<file path="config.mk">
export PLATFORM = sky130hd
export DESIGN_NAME = if_stage
export DESIGN_NICKNAME = d
export VERILOG_FILES = /design/src/rtl/if_stage_pkg.sv /design/src/rtl/if_inst_fifo.sv /design/src/rtl/if_stage.sv
export SDC_FILE = /design/constraint.sdc
export NUM_CORES = 1
export LEC_CHECK = 0
export CAP_MARGIN = 30
export CORE_ASPECT_RATIO = 1.2
export CORE_UTILIZATION = 40
export DETAILED_ROUTE_END_ITERATION = 16
export PLACE_DENSITY = 0.69
export SYNTH_ARGS = -nofsm -noshare
export SYNTH_HDL_FRONTEND = slang
export SYNTH_SLANG_ARGS = --single-unit
</file>
<file path="constraint.sdc">
create_clock -name clk -period 4.65 [get_ports clk]
set_input_delay 0.465 -clock clk [delete_from_list [all_inputs] [get_ports clk]]
set_output_delay 0.465 -clock clk [all_outputs]
set_load 0.02 [all_outputs]
</file>
<file path="src/rtl/if_stage_pkg.sv">
// Shared types and constants for the instruction-fetch stage and its buffer.
package if_stage_pkg;

  localparam logic [31:0] INST_NOP     = 32'h0000_0013;
  localparam logic [63:0] PC_RESET_VAL = 64'h8000_0000;

  typedef struct packed {
    logic        misalign;
    logic [63:0] addr;
    logic [31:0] inst;
  } if_entry_t;

endpackage

</file>
<file path="src/rtl/if_inst_fifo.sv">
// Synchronous instruction buffer between the fetch response path and decode.
module if_inst_fifo
  import if_stage_pkg::*;
#(
  parameter int FIFO_DEPTH = 4,
  localparam int CW = $clog2(FIFO_DEPTH) + 1
) (
  input  logic          clk,
  input  logic          rst,
  input  logic          push,
  input  logic          pop,
  input  logic          flush,
  input  if_entry_t     push_data,
  output logic          full,
  output logic          empty,
  output logic [CW-1:0] count,
  output if_entry_t     head
);

  localparam int AW = $clog2(FIFO_DEPTH);

  if_entry_t         store [FIFO_DEPTH];
  logic [AW-1:0]     rd_ptr;
  logic [AW-1:0]     wr_ptr;
  logic [CW-1:0]     cnt;
  logic              do_push;
  logic              do_pop;

  assign empty   = (cnt == '0);
  assign full    = (cnt == CW'(FIFO_DEPTH));
  assign count   = cnt;
  assign head    = store[rd_ptr];
  assign do_pop  = pop & ~empty;
  // A full buffer still accepts a push when the head leaves in the same cycle.
  assign do_push = push & (~full | do_pop);

  always_ff @(posedge clk) begin
    if (rst || flush) begin
      rd_ptr <= '0;
      wr_ptr <= '0;
      cnt    <= '0;
    end else begin
      if (do_push) wr_ptr <= wr_ptr + 1'b1;
      if (do_pop)  rd_ptr <= rd_ptr + 1'b1;
      cnt <= cnt + CW'(do_push) - CW'(do_pop);
    end
  end

  always_ff @(posedge clk) begin
    if (do_push) store[wr_ptr] <= push_data;
  end

endmodule

</file>
<file path="src/rtl/if_stage.sv">
// Instruction fetch: PC, credit-limited in-order memory requests, redirect handling
// with wrong-path response dropping, and a registered instruction buffer toward decode.
module if_stage
  import if_stage_pkg::*;
#(
  parameter logic [63:0] PC_RESET   = PC_RESET_VAL,
  parameter int          FIFO_DEPTH = 4
) (
  input  logic        clk,
  input  logic        rst,
  output logic        imem_req_valid,
  input  logic        imem_req_ready,
  output logic [63:0] imem_req_addr,
  input  logic        imem_rsp_valid,
  input  logic [31:0] imem_rsp_data,
  input  logic        redirect_valid,
  input  logic [63:0] redirect_pc,
  input  logic        id_ready,
  output logic        inst_valid,
  output logic [31:0] inst,
  output logic [63:0] inst_addr,
  output logic        inst_misalign
);

  localparam int            CW        = $clog2(FIFO_DEPTH) + 1;
  localparam logic [CW:0]   DEPTH_EXT = (CW + 1)'(FIFO_DEPTH);

  logic [63:0]   pc;
  logic [63:0]   rsp_pc;
  logic [CW-1:0] outstanding;
  logic [CW-1:0] outstanding_nxt;
  logic [CW-1:0] drop;
  logic          misalign_pending;
  logic          misalign_push_pending;

  logic          credit_ok;
  logic          req_fire;
  logic          rsp_drop;
  logic          rsp_keep;
  logic          mis_push;

  logic          fifo_push;
  logic          fifo_pop;
  logic          fifo_full;
  logic          fifo_empty;
  logic [CW-1:0] fifo_count;
  if_entry_t     fifo_in;
  if_entry_t     fifo_head;

  // Every in-flight request reserves a buffer slot, so a response can always be pushed.
  assign credit_ok      = ({1'b0, outstanding} + {1'b0, fifo_count}) < DEPTH_EXT;
  assign imem_req_valid = ~rst & ~redirect_valid & ~misalign_pending & credit_ok;
  assign imem_req_addr  = pc;
  assign req_fire       = imem_req_valid & imem_req_ready;

  assign rsp_drop = (drop != '0);
  assign rsp_keep = imem_rsp_valid & ~rsp_drop & ~redirect_valid;
  // The fault marker waits until all wrong-path words have drained; rsp_pc holds the bad target.
  assign mis_push = misalign_push_pending & ~rsp_drop & ~fifo_full & ~redirect_valid
                  & ~imem_rsp_valid;

  assign fifo_push = rsp_keep | mis_push;
  assign fifo_pop  = inst_valid & id_ready;
  assign fifo_in   = mis_push ? '{misalign: 1'b1, addr: rsp_pc, inst: INST_NOP}
                              : '{misalign: 1'b0, addr: rsp_pc, inst: imem_rsp_data};

  assign outstanding_nxt = outstanding + CW'(req_fire) - CW'(imem_rsp_valid);

  always_ff @(posedge clk) begin
    if (rst) begin
      pc                    <= PC_RESET;
      rsp_pc                <= PC_RESET;
      outstanding           <= '0;
      drop                  <= '0;
      misalign_pending      <= 1'b0;
      misalign_push_pending <= 1'b0;
    end else begin
      outstanding <= outstanding_nxt;
      if (redirect_valid) begin
        pc                    <= redirect_pc;
        rsp_pc                <= redirect_pc;
        drop                  <= outstanding_nxt;
        misalign_pending      <= |redirect_pc[1:0];
        misalign_push_pending <= |redirect_pc[1:0];
      end else begin
        if (req_fire)                   pc     <= pc + 64'd4;
        if (rsp_keep)                   rsp_pc <= rsp_pc + 64'd4;
        if (imem_rsp_valid && rsp_drop) drop   <= drop - 1'b1;
        if (mis_push)                   misalign_push_pending <= 1'b0;
      end
    end
  end

  if_inst_fifo #(
    .FIFO_DEPTH (FIFO_DEPTH)
  ) u_fifo (
    .clk       (clk),
    .rst       (rst),
    .push      (fifo_push),
    .pop       (fifo_pop),
    .flush     (redirect_valid),
    .push_data (fifo_in),
    .full      (fifo_full),
    .empty     (fifo_empty),
    .count     (fifo_count),
    .head      (fifo_head)
  );

  assign inst_valid    = ~fifo_empty;
  assign inst          = inst_valid ? fifo_head.inst : INST_NOP;
  assign inst_addr     = inst_valid ? fifo_head.addr : 64'd0;
  assign inst_misalign = inst_valid & fifo_head.misalign;

  a_no_rsp_underflow: assert property (@(posedge clk) disable iff (rst)
    !(imem_rsp_valid && outstanding == '0));
  a_outstanding_bound: assert property (@(posedge clk) disable iff (rst)
    ({1'b0, outstanding_nxt} <= DEPTH_EXT));
  a_drop_bound: assert property (@(posedge clk) disable iff (rst)
    (drop <= outstanding));
  a_req_aligned: assert property (@(posedge clk) disable iff (rst)
    !(imem_req_valid && imem_req_addr[1:0] != 2'b00));

endmodule

</file>
After elaboration in Yosys (flattened, before gate mapping)
Memory sizes are Yosys's and may differ from the RTL's. A register that Yosys moved wholly into a read port is not among the register bits.
Cells that the tools add are included.
- register bits after elaboration: 143
- memory bits (writable): 388
- output and inout bits: 163
- word-level logic and storage cells: 69
- memories kept: 1
- memories (name ; depth ; width ; read ports ; clocked after memory_dff ; write ports ; RTL line ; text):
    u_fifo.store ; 4 ; 97 ; 1 ; 1 ; 1 ; if_inst_fifo.sv:22 ; if_entry_t store [FIFO_DEPTH];
- add/sub/neg operators: 10
- order comparisons: 1
- eq/ne operators: 1
- multiplexer cells: 15
- bitwise gates (word level): 23
- reduce and logical (&&, ||, !) cells: 9
- operators by type and width (operator ; number):
    64-bit 2-to-1 mux ; 5
    64-bit by 3-bit adder with 64-bit output, second input constant ; 2
    97-bit 2-to-1 mux ; 1
    32-bit 2-to-1 mux ; 1
    1-bit bitwise AND ; 14
    2-bit nonzero test ; 4
    1-bit inverter ; 7
    3-bit by 1-bit adder with 3-bit output ; 2
    3-bit 2-to-1 mux ; 2
    3-bit by 1-bit subtractor with 3-bit output ; 2
    2-bit by 1-bit adder with 2-bit output, second input constant ; 2
    3-bit by 3-bit adder with 4-bit output ; 1
    4-bit by 3-bit less-than comparator with 1-bit output, second input constant ; 1
    1-bit 2-to-1 mux ; 4
    2-bit 2-to-1 mux ; 2
    3-bit equality test, second input constant ; 1
    3-bit zero test ; 1
    3-bit nonzero test ; 1
    3-bit by 1-bit subtractor with 3-bit output, second input constant ; 1
    1-bit bitwise OR ; 2
    2-bit OR reduction ; 1
    1-bit logical AND ; 1
    1-bit logical OR ; 1

Logic depth before layout (Yosys ltp)
Gate-level depths: netlist (run 1).
- depth in word-level cells: 10
- depth in mapped cells: 15
- gate-level depth less buffers: 11

Cells and area by module
From an unflattened synthesis (run 1), not the netlist that was laid out.
- cells, all modules: 1647
- area, all modules: 22905.7 um2
- by module, submodules not included (module ; times used ; cells an instance ; area an instance (um2)):
    if_inst_fifo ; 1 ; 555 ; 14453.9
    if_stage ; 1 ; 1092 ; 8451.9

Least setup slack after synthesis (run 1)
Ideal clock, no wire load.
- path kind: input to register
- start: in redirect_valid
- end: mem u_fifo.store[0][0] in the netlist's numbering (enable)
- setup time: 0.467 ns
- data arrival time: 4.253 ns
- slack: -0.070 ns
- stages: 5
- path through: buf_2 -> nand2b_1 -> a2111oi_1 -> o22a_1 -> and2_1
- word-level cells in the longest chain between the ends: 7
- RTL lines (what ; RTL line ; text):
    start: declaration ; if_stage.sv:16 ; input logic redirect_valid,
    1-bit inverter (*) ; if_stage.sv:57, if_stage.sv:59 ;
    1-bit bitwise AND ; if_stage.sv:59 ; assign mis_push = misalign_push_pending & ~rsp_drop & ~fifo_full & ~redirect_valid
    1-bit bitwise AND ; if_stage.sv:60 ; & ~imem_rsp_valid;
    1-bit bitwise OR (*) ; if_stage.sv:62 ; assign fifo_push = rsp_keep | mis_push;
    1-bit bitwise AND (*) ; if_inst_fifo.sv:35 ; assign do_push = push & (~full | do_pop);
    via u_fifo.do_push ; if_inst_fifo.sv:26 ; logic do_push;
    1-bit 2-to-1 mux (*) ; if_inst_fifo.sv:50 ; if (do_push) store[wr_ptr] <= push_data;
    1-bit 2-to-1 mux (not written as such) (*) ; if_inst_fifo.sv:50 ;
    end: declaration ; if_inst_fifo.sv:22 ;
Mark *: on every way through the listed nets, which the timed path passes. The rest lies on a longest branch.

==> run metrics, run 1 <==
status completed; Area growth syn-to-layout 22.1%; Pleak 9.15 nW; Initial Util 40.5%; flops & latches, synth 533; TritonCTS clock tree yes; Layout Utilization 49.5%; Arr. time, crit path 3130 ps; vias 16400; drt first pass iters 5; Max clock buf depth 3; Post-Synthesis Cells 1786; number of synthesized flops with an enable pin 388; # resized after CTS 0; Ports 265; Die Ht 269 um; ANT cells 0; Synth cell types 74; CP max-delay cell dfxtp_4; initial antenna violation count 2; global-route wire length before repair 98.3 mm; clk_lat worst skew 600 ps; DRC Markers 0; RePlAce Congestion 0.944; Slew Viols, Final 0; Final Setup Violations 0; PwrDens 385 nW/um2; top_reg_cell synth edfxtp_1; setup repair bufs after CTS 0; setup TNS 0 ps; Avg Synthesized Cell Area 13.3 um2; CP Cell Sequence buf_12, mux4_2, and2_1, clkdlybuf4s50_1; Num CTS Buffers 50; Fin. Hold Viols 0; Setup crit end kind primary output; routed vias/inst 5.75; worst-path fanout max 37; nets 2143; ys async rst share 0%; I/O Buffers 264; share of layout cells above drive strength 1 12.1%; hold_buf cts 0; min-delay worst type in2reg; Final Cycle Share 77.3%; Core ar. 58500 um2; max-cap viol count 0; Post-DP HPWL 45.5 mm; cell family with most CP delay buffers and inverters; PnR Total Power 11.1 mW; die area 60300 um2; Routed wire per std cell 22.8 um; H-tree depth 2; Syn Std Cell Area 23700 um2; Finished Layout Cells 2858; R2R Setup Slk 1520 ps; unrepaired setup endpoints after global routing false; CTS sink cnt 533; GRT overflow 0; Fmax 278 MHz; number of global-route vias before repair 16300; Hold WS 355 ps; clock-pin slew on the worst setup and hold paths 60 ps; # rows 97; critical path class reg2out; Yosys warning total 0; DRT iter0 DRCs 1381; CP bufs+invs 2; Rel. slew slack 28.1%; Detailed Route WL 65.2 mm; fin crit period 3600 ps; syn_nets 1904; Worst setup SP type flop; maximum VDD drop 0.244 mV; clk root buf clkbuf_16; Total GRT Usage 21.6%; fill count 5108; Worst Path Required 4180 ps; dpl cells 2765; Die Wd 224 um; Routed Antenna Nets 0; Clock Skew 26.3 ps; worst slew pin tran 1070 ps; largest net degree at the start of global routing 96; CP max stage delay 780 ps; Seq/Total Area, Yosys 61.4%
==> cells in the mapped netlist (18+ instances only) <==
master | instances | share of area, %
edfxtp_1 | 388 | 49
dfxtp_1 | 145 | 12
nand2_1 | 116 | 1.8
and2_1 | 112 | 3.0
mux4_2 | 97 | 9.2
nor2_1 | 86 | 1.4
clkbuf_1 | 83 | 1.3
nand3_1 | 62 | 1.3
nand4_1 | 59 | 1.6
nor2b_1 | 38 | 1.0
nor4_1 | 36 | 0.95
and3_1 | 33 | 0.87
a21oi_1 | 32 | 0.68
a31oi_1 | 30 | 0.79
inv_1 | 30 | 0.47
o21ai_0 | 28 | 0.59
or3_1 | 28 | 0.74
and4_1 | 26 | 0.96
nor3_1 | 26 | 0.55
or4_1 | 26 | 0.82
xnor2_1 | 26 | 0.96
o211ai_1 | 23 | 0.73
a21boi_0 | 20 | 0.63
a211oi_1 | 19 | 0.60
a311oi_1 | 19 | 0.70
buf_1 | 18 | 0.28
==> through the flow <==
step	instance area (um2)	setup WS, ps
finish	28900	1050
global route	28900	866
CTS	28900	930
detailed placement	27300	1140
global placement	27200	1180
floorplan	23700	1000
==> where the power goes <==
group,internal (mW),switching [mW]
clock,2.39,1.82
combinational,0.648,0.753
sequential,5.31,0.209
total,8.35,2.79
==> registers in the layout (all words and copies together), names as in the netlist, named ones only <==
name / count
drop: 3
imem_req_addr: 64
misalign_pending: 1
misalign_push_pending: 1
outstanding: 3
rsp_pc: 64
u_fifo.count: 3
u_fifo.rd_ptr: 2
u_fifo.store: 388
u_fifo.wr_ptr: 2
==> cells in the final DEF, fill, tap and decap left out, types with 30 or more instances in the layout <==
cell	netlist	layout
edfxtp_1	388	388
clkdlybuf4s50_1	0	262
dfxtp_1	145	143
nand2_1	116	116
and2_1	112	108
mux4_2	97	97
nor2_1	86	86
nand3_1	62	62
nand4_1	59	59
clkbuf_16	0	50
nor2b_1	38	38
nor4_1	36	36
and3_1	33	33
a21oi_1	32	32
a31oi_1	30	30
==> worst reg2reg max path, cell delays in order (launching register included) <==
cell and delay, ps:
dfxtp_1 450, ha_1 250, nand4_1 260, or4_4 600
nor3_1 870, a41oi_1 230, a311o_1 370
==> logic make-up after synthesis <==
kind of cell,synth area share [%]
compound gates,8.13
xor+xnor,1.59
fa+ha+maj,0.908
buf+inv,2.26
flops,61.4
mux,9.63
simple gates,16.1
==> layout make-up <==
cell class              instances  area, um2  area share [%]
repair buffers                296       2950            10.2
clock inverters                38        423            1.46
well taps                     792        991            3.42
multi-input cells            1113       8640            29.8
inverters                      31        118           0.406
flip-flops and latches        533      14600            50.3
clock buffers                  55       1270            4.39
==> worst paths after layout <==
kind	cells after the start	from	to
worst min-delay path	3	redirect_valid	imem_req_addr[35]$_SDFFE_PP0N_
worst max-delay path	4	flop	inst_addr[30]
worst min register to register	2	imem_req_addr[0]$_SDFFE_PP0P_	imem_req_addr[0]$_SDFFE_PP0P_
worst max register to register	6	imem_req_addr[2]$_SDFFE_PP0N_	imem_req_addr[52]$_SDFFE_PP0N_
==> routing by layer <==
metal	vias to the layer above	wire length [um]	global-route usage, %
li1	7492	-	-
met1	8183	27700	29.1
met2	654	31400	35.5
met3	111	4200	3.57
met4	4	1810	7.24
met5	-	26	0
Note: power is estimated with default switching activity, not from simulation.
==> run 2: changes to the inputs <==
PLACE_DENSITY = 0.67   (was 0.69)
clock period = 3.5 ns   (was 4.65 ns; I/O delays follow)
==> run 2 against run 1 <==
Sequential power is 33% higher; critical endpoint is now inst_addr[62]; cell count is 0.45% higher; routed wire length is 0.97% higher; non-clock buffer count is 12 higher; global-route usage is 0.17 points higher; core utilization is 0.30 points higher; worst setup slack worse by 700 ps; clock-buffer cell count is 5 higher; largest cell class unchanged; die area stayed put; combinational power is 36% higher.
==> run metrics, run 2 (synthesis gave the netlist of run 1 again) <==
Largest register FFs 388 (unchanged); slack of the critical path 349 ps (-705 ps); clock-pin slew on the worst setup and hold paths 70 ps (about the same); commonest non-fill, non-tap cells in the layout edfxtp_1, clkdlybuf4s50_1, dfxtp_1, nand2_1, and2_1; Worst setup SP type flop; Slew Viols, Final 0 (unchanged); Fin. Hold Viols 0 (unchanged); CP Cell Sequence buf_4, mux4_2, and2_1, clkdlybuf4s50_1; Total GRT Usage 21.8% (+0.17 points); # resized after CTS 0 (unchanged); worst slew pin tran 897 ps (-174 ps); DRC Markers 0 (unchanged); Fmax 317 MHz; Detailed Route WL 65.8 mm (+0.97%); hold_buf cts 0 (unchanged); Ports 265 (unchanged); die area 60300 um2 (unchanged); Final Cycle Share 90.0%; Area growth syn-to-layout 22.8%; ANT cells 0 (unchanged); Layout Utilization 49.8% (+0.30 points); fin area 29100 um2 (+0.61%); Clock Skew 30.0 ps (+3.69 ps); TritonCTS clock tree yes; Max clock buf depth 3 (unchanged); max-cap viol count 0 (unchanged); maximum VDD drop 0.339 mV (+39%); Core ar. 58500 um2 (unchanged); initial antenna violation count 2 (unchanged); RePlAce Congestion 0.927 (-1.8%); global-route wire length before repair 99.5 mm (+1.3%); critical path class reg2out; Die Wd 224 um (unchanged); worst-path fanout max 36 (-2.7%); PwrDens 506 nW/um2 (+31%); routed vias/inst 5.82 (+1.1%); clk_lat worst skew 610 ps (about the same); nets 2157 (+0.65%); PnR Total Power 14.7 mW (+32%); Rel. slew slack 39.8% (+12 points); Pleak 9.23 nW (+0.88%); Initial Util 40.5% (unchanged); vias 16700 (+1.6%); most common cell after layout, fill and taps aside edfxtp_1; Worst Path Required 3150 ps (-1030 ps); Arr. time, crit path 2800 ps (-330 ps); drt first pass iters 8 (+3); Die Ht 269 um (unchanged); Final Setup Violations 0 (unchanged); I/O Buffers 264 (unchanged); share of layout cells above drive strength 1 12.4% (+0.31 points); Reg with most FFs u_fifo.store; status completed; setup repair bufs after CTS 0 (unchanged); clk root buf clkbuf_16; number of global-route vias before repair 16400 (+0.51%); min-delay worst type in2reg; Finished Layout Cells 2871 (+0.45%); Post-DP HPWL 44.8 mm (-1.6%); Num CTS Buffers 52 (+4.0%); largest net degree at the start of global routing 104 (+8.3%); H-tree depth 2 (unchanged); GRT overflow 0 (unchanged); CP max-delay cell dfxtp_4; CTS sink cnt 533 (unchanged); Setup crit end kind primary output; Setup WS pre-CTS 564 ps (-572 ps); # rows 97 (unchanged); Routed Antenna Nets 0 (unchanged); dpl cells 2777 (+0.43%); unrepaired setup endpoints after global routing false; DRT iter0 DRCs 1347 (-2.5%); CP max stage delay 730 ps (-50 ps); Routed wire per std cell 22.9 um (+0.52%); dpl cell area 27400 um2 (+0.71%); fin crit period 3150 ps
run 2: layer usage:
layer | up-vias | wire, um | GRT usage, %
met3 | 146 | 4590 | 3.43
met4 | 4 | 2420 | 8.57
li1 | 7523 | - | -
met1 | 8312 | 27800 | 29.8
met5 | - | 31 | 0
met2 | 714 | 31000 | 34.8
run 2: cell type report:
class | instances | area, um2
fillers | 5084 | 29400
flip-flops and latches | 533 | 14600
multi-input cells | 1113 | 8640
repair buffers | 308 | 3140
clock buffers | 60 | 1330
well taps | 792 | 991
clock inverters | 34 | 347
inverters | 31 | 118
run 2: stage by stage:
stage / hold slack (ps) / TNS (ps)
finish: 195 / 0
floorplan: 459 / -47140
detailed placement: 461 / 0
global placement: 459 / 0
CTS: 152 / 0
global route: 183 / 0
run 2: report_power, final:
group / internal, mW / leakage (nW) / switching, mW / total (mW)
Sequential: 7.06 / 4.75 / 0.262 / 7.32
Clock: 3.06 / 0.800 / 2.43 / 5.49
Combinational: 0.880 / 3.68 / 1.03 / 1.91
Total: 11.0 / 9.23 / 3.73 / 14.7
run 2: worst paths after layout:
| kind | from | to | slack (ps) | cells after the start |
|---|---|---|---|---|
| max | flop | inst_addr[62] | 350 | 4 |
| max reg2reg | u_fifo.count[2]$_SDFF_PP0_ | imem_req_addr[38]$_SDFFE_PP0N_ | 540 | 8 |
| min reg2reg | imem_req_addr[1]$_SDFFE_PP0P_ | imem_req_addr[1]$_SDFFE_PP0P_ | 470 | 2 |
| min | redirect_valid | imem_req_addr[15]$_SDFFE_PP0N_ | 200 | 3 |
run 2: worst max-delay path, delay by kind of cell (launching register included):
family | cells | cell delay, ps
DFF | 1 | 730
buffers and inverters | 2 | 910
muxes | 1 | 370
and+or+nand+nor | 1 | 180
